**src/rtl/cdc_vector_handshake_tx.sv**
```systemverilog
// cdc_vector_handshake_tx: source side of a 4-phase req/ack vector crossing with a one-word pending buffer
module cdc_vector_handshake_tx #(
  parameter int DATA_WIDTH = 8,
  parameter int SYNC_STAGES = 2,
  parameter int TIMEOUT = 1024
) (
  input  logic                  clk,
  input  logic                  reset,
  input  logic                  in_valid,
  output logic                  in_ready,
  input  logic [DATA_WIDTH-1:0] in_data,
  output logic                  req_out,
  output logic [DATA_WIDTH-1:0] data_out,
  input  logic                  ack_in,
  output logic                  busy,
  output logic                  timeout_err,
  input  logic                  err_clear
);
  localparam int CW = $clog2(TIMEOUT + 2);
  localparam int TL = (TIMEOUT == 0) ? 0 : TIMEOUT - 1;
  typedef enum logic [1:0] {IDLE, REQ_HI, REQ_LO} state_t;
  state_t state;
  logic [SYNC_STAGES-1:0] sync;
  logic ack_s, pend_valid, hold;
  logic [DATA_WIDTH-1:0] pend_data;
  logic [CW-1:0] cnt;
  always_comb begin
    ack_s = sync[SYNC_STAGES-1];
    hold = (state == REQ_HI) ? !ack_s : (state == REQ_LO) ? ack_s : 1'b0;
    in_ready = !pend_valid && !reset;
    busy = (state != IDLE) || pend_valid;
  end
  // hold is low in IDLE and on every phase change, so it doubles as the counter clear
  always_ff @(posedge clk)
    if (reset) begin
      state <= IDLE;
      sync <= '0;
      pend_valid <= 1'b0;
      pend_data <= '0;
      req_out <= 1'b0;
      data_out <= '0;
      cnt <= '0;
      timeout_err <= 1'b0;
    end else begin
      sync <= {sync[SYNC_STAGES-2:0], ack_in};
      if (in_valid && in_ready) begin
        pend_valid <= 1'b1;
        pend_data <= in_data;
      end
      cnt <= !hold ? '0 : (cnt == '1) ? cnt : cnt + 1'b1;
      if (TIMEOUT != 0 && hold && cnt == CW'(TL)) timeout_err <= 1'b1;
      else if (err_clear) timeout_err <= 1'b0;
      case (state)
        IDLE: if (pend_valid && !ack_s) begin
          data_out <= pend_data;
          pend_valid <= 1'b0;
          req_out <= 1'b1;
          state <= REQ_HI;
        end
        REQ_HI: if (ack_s) begin
          req_out <= 1'b0;
          state <= REQ_LO;
        end
        REQ_LO: if (!ack_s) state <= IDLE;
        default: state <= IDLE;
      endcase
    end
endmodule

```
**config.mk**
```make
export PLATFORM = sky130hd
export DESIGN_NAME = cdc_vector_handshake_tx
export DESIGN_NICKNAME = d
export VERILOG_FILES = /design/src/rtl/cdc_vector_handshake_tx.sv
export SDC_FILE = /design/constraint.sdc
export NUM_CORES = 1
export LEC_CHECK = 0
export BUFFER_PORTS_ARGS = -buffer_cell sky130_fd_sc_hd__buf_2
export CORE_AREA = 2 2 109 58
export CTS_BUF_LIST = sky130_fd_sc_hd__clkbuf_8
export CTS_CLUSTER_SIZE = 12
export DETAILED_ROUTE_END_ITERATION = 6
export DIE_AREA = 0 0 111 60
export SETUP_SLACK_MARGIN = 0.3
export SYNTH_ARGS = -nofsm -noshare
export SYNTH_HDL_FRONTEND = slang
export SYNTH_SLANG_ARGS = --single-unit
```
**constraint.sdc**
```tcl
create_clock -name clk -period 1.7 [get_ports clk]
set_input_delay 0.255 -clock clk [delete_from_list [all_inputs] [get_ports clk]]
set_output_delay 0.255 -clock clk [all_outputs]
set_load 0.005 [all_outputs]
```
# --- Word-level counts from Yosys, hierarchy flattened ---
# Index checks and enable logic that the tools add are counted.
classes:
  add_sub_neg: 1
  eq_ne: 7
  n_mux: 14
  bitwise: 1
  reduce_logical: 16
op_table:
  columns: ["op", "count"]
  rows:
  - ["11-bit by 1-bit adder with 11-bit output (second input constant)", 1]
  - ["11-bit by 10-bit equality test with 1-bit output (second input constant)", 1]
  - ["11-bit equality test (second input constant)", 1]
  - ["1-bit 2-to-1 mux", 9]
  - ["2-bit 2-to-1 mux", 3]
  - ["2-bit != test (second input constant)", 3]
  - ["2-bit case mux with 3 select lines", 1]
  - ["3-bit AND reduction", 2]
  - ["2-bit nonzero test", 3]
  - ["1-bit logical AND", 4]
  - ["1-bit zero test", 3]
  - ["2-bit by 1-bit equality test with 1-bit output (second input constant)", 1]
  - ["2-bit equality test (second input constant)", 1]
  - ["2-bit zero test", 1]
  - ["1-bit case mux with 2 select lines", 1]
  - ["2-bit AND reduction", 1]
  - ["2-bit OR reduction", 1]
  - ["1-bit logical OR", 1]
  - ["1-bit inverter", 1]
word_totals:
  register_bits: 34

# --- Depth between registers and ports, before layout ---
logic_depth:
  depth_word: 6
  mapped_depth: 6
  depth_no_buf: 5

# --- Worst setup path after synthesis ---
# Ideal clock, no wire load.
synth_timing:
  kind: "flip-flop to flip-flop"
  from: "register cnt[0]"
  to: "register cnt[2]"
  arrival_time_ns: 1.423
  t_required_ns: 1.627
  setup_slack_ns: 0.204
  path_stages_with_launch: 7
  synth_period_minus_slack_ns: 1.496
  path_cell_list: "dfxtp_1 > ha_1 > and4_2 > buf_2 > nand3_1 > and3_2 > nor3_2"
synth_between:
  elab_chain_len: 1
  word_cells_on_any_way: 2
  cone_classes: "add/sub (1); eq/ne (1)"
synth_lines:
  columns: ["item", "line_no", "rtl"]
  rows:
  - ["from (decl)", "26", "logic [CW-1:0] cnt;"]
  - ["from (signal assigned)", "50", "cnt <= !hold ? '0 : (cnt == '1) ? cnt : cnt + 1'b1;"]
  - ["11-bit by 1-bit adder with 11-bit output or 11-bit equality test (tied branches)", "50", null]
# Several ways; a longest one is shown, not always the timed one.
# A chain may end at the register's enable or synchronous reset.

# --- Worst setup path after layout ---
layout_timing:
  from: "register state[0]"
  to: "output port busy"
layout_between:
  elab_chain_len: 2
layout_lines:
  columns: ["item", "line_no", "rtl"]
  rows:
  - ["from (decl)", "22", "state_t state;"]
  - ["from (signal assigned)", "36", "state <= IDLE;"]
  - ["from (signal assigned)", "58", "state <= REQ_HI;"]
  - ["from (signal assigned)", "62", "state <= REQ_LO;"]
  - ["2-bit nonzero test", "31", "busy = (state != IDLE) || pend_valid;"]
  - ["1-bit logical OR", "31", null]
  - ["to (decl)", "15", "output logic busy,"]
# No other way between the ends.

==> out/metrics.cfg <==
[global_routing]
grt-ovfl-total = 0
grtUsageTotal = 0.0914
grt_max_degree = 25
antenna_found_initial = 0
grt_pass1_vias = 1029
grt_pass1_wl_um = 4710

[sta]
finalCritPeriodShare = 0.838
grt_setup_unrepaired = yes
timing.fmax_mhz = 702
hold_viol = 0
slew_headroom = 0.761
drv_slew = 0
period_needed_ns = 1.42
skew_ns = 0.00258
setup_violations = 0
finalSetupTns_ns = 0
tightest_slew_ns = 0.358

[routing]
wl_um = 2950
vias = 1126
drc = 0
post_drt_via_cell_ratio = 4.27
wl_per_cell_um = 11.2
ant_nets = 0
first_pass_iters = 4
drt-initial-drc-count = 33

[logic_synthesis]
synth_nets = 168
syn_inst = 154
yosysWarnings = 0
synth_seq_cells = 34
netlist_area_um2 = 1390
yosysTopAreaCell = dfxtp_1
yosysSeqAreaShare = 0.490
synth_area_leaders = dfxtp_1 (49%), mux2i_1 (7.2%), nand2_1 (5.9%)
syn_area_per_cell_um2 = 9.02
synth_top_area_share = 0.490
netlist-cell-type-count = 35

[floorplanning]
start_util = 0.240
die_w_um = 111
core-area_um2 = 5780
rows = 20
fp.dieH_um = 60
die_area_um2 = 6660
num_io_pins = 25

[min_path]
min_path_type = primary input to register

[placed_design]
hpwlAfterDp_um = 2010
gp_congestion = 0.779
port_buffers = 24

[clocking]
cts_buffers = 5
cts_hold_buf = 0
clock_sinks = 34
clock_path_buffers = 2
cts-root-buf = clkbuf_8
cts_tree = built
ctsHtreeMaxLevel = 2
clk_pin_slew_ns = 0.07
insertion_delay_ns = 0.28

[power]
finalPower_mw = 1.60
p_sw_mw = 0.377
p_clk_frac = 0.374
power_density_nw_per_um2 = 879
comb_power_share = 0.102
p_int_mw = 1.23
max-vdd-ir-drop_uv = 279
netSwitchingFraction = 0.235
power_frac_seq = 0.524
power_leakage_nw = 0.706

[finish]
multiInputGateArea_um2 = 711
drive_gt1_frac = 0.342
layout_commonest_cell = dfxtp_1
nFillCells = 612
final_util = 0.316
antenna_cells = 0
register_area_um2 = 706
layout_common_cells = dfxtp_1 (24), buf_2 (23), nand2_1 (22)
nNetsFinal = 200
area.growth.synth_to_final_pct = 31.4

[worst_setup_path]
critical_path_arrival_ns = 1.17
crit_fanout = 4
crit_required_ns = 1.44
crit_type = register to primary output
rrSetupSlack_ns = 0.29
critPathCaptureType = primary output
crit_path_start_kind = register

[status]
status = completed

[run]
cap_viol_max_count = 0

Yosys cell counts, drive strengths merged:
cell type  number
or3b            1
clkbuf          4
nor2b           3
xor2            1
dfxtp          34
inv             1
o21bai          1
and3            1
a21o            1
nor2           21
and4            2
o211ai          1
nand3           4
ha              1
a21oi          12
buf             5
xnor2           4
nand3b          2
o31ai           1
nand4           3
a2bb2oi         1
nor3b           1
nand2b          1
or3             3
o21ai           2
a311oi          1
a31oi           3
nand2          22
nor3            5
and2            1
mux2i          10
nor4b           1
path summary, 6_finish.rpt:
kind / start / depth (start not counted) / to
max: state[0] / 3 / busy
min reg2reg: sync[0] / 1 / sync[1]
max reg2reg: state[1] / 4 / cnt[9]
min: ack_in / 2 / sync[0]
final cells by class:
cell class                 count  area share
multi-input combinational    110       0.389
sequential                    34       0.387
tap                           77      0.0528
timing repair buffer          34       0.119
inverter                       1     0.00206
clock inverter                 2     0.00480
clock buffer                   6      0.0452
stage by stage:
| stage | setup slack (ns) | hold slack, ns | cells | instance area [um^2] |
|---|---|---|---|---|
| final | 0.276 | 0.189 | 264 | 1830 |
| after global routing | 0.236 | 0.215 | 264 | 1830 |
| after CTS | 0.265 | 0.183 | 258 | 1730 |
| after detailed placement | 0.176 | 0.428 | 249 | 1600 |
| after global placement | 0.231 | 0.426 | 249 | 1600 |
| after floorplan | 0.320 | 0.383 | 154 | 1400 |
power by group through the flow:
stage | registers, mW | logic [mW] | clock network [mW]
floorplan | 0.857 | 0.0945 | 0
global placement | 0.863 | 0.138 | 0
detailed placement | 0.864 | 0.140 | 0
CTS | 0.848 | 0.147 | 0.626
global route | 0.845 | 0.182 | 0.660
finish | 0.841 | 0.163 | 0.601
cells by family (layout without fill, tap and decap cells):
group | count (synthesis) | after routing | share of synthesized area
fa+ha+maj | 1 | 1 | 0.00901
buf+inv | 10 | 43 | 0.0315
simple gates | 71 | 71 | 0.268
xor+xnor | 5 | 5 | 0.0315
compound gates | 23 | 23 | 0.0982
mux | 10 | 10 | 0.0721
flops | 34 | 34 | 0.490
what timing repair did:
item | CTS | global route
gates resized for setup | 10 | 13
setup buffers | 1 | 6
pin swaps | 1 | 2
endpoints found under the setup margin | 6 | 14
critical path, stage by stage, from the launching register on:
cell,delay (ns)
dfxtp_2,0.32
buf_6,0.12
or3_4,0.33
buf_6,0.12
sequential cells by signal, summed over array words and instances (netlist names):
name	flops
data_out	8
pend_valid	1
pend_data	8
cnt	11
state	2
timeout_err	1
sync	2
req_out	1
routing by layer:
| metal | up-vias | track usage | part of all wire |
|---|---|---|---|
| met5 | - | 0 | 0 |
| met1 | 512 | 0.124 | 0.56 |
| met3 | 2 | 0.0335 | 0.042 |
| met2 | 17 | 0.131 | 0.39 |
| met4 | 0 | 0.0375 | 0.0078 |
| li1 | 595 | - | - |
(Power assumes the default switching activity.)
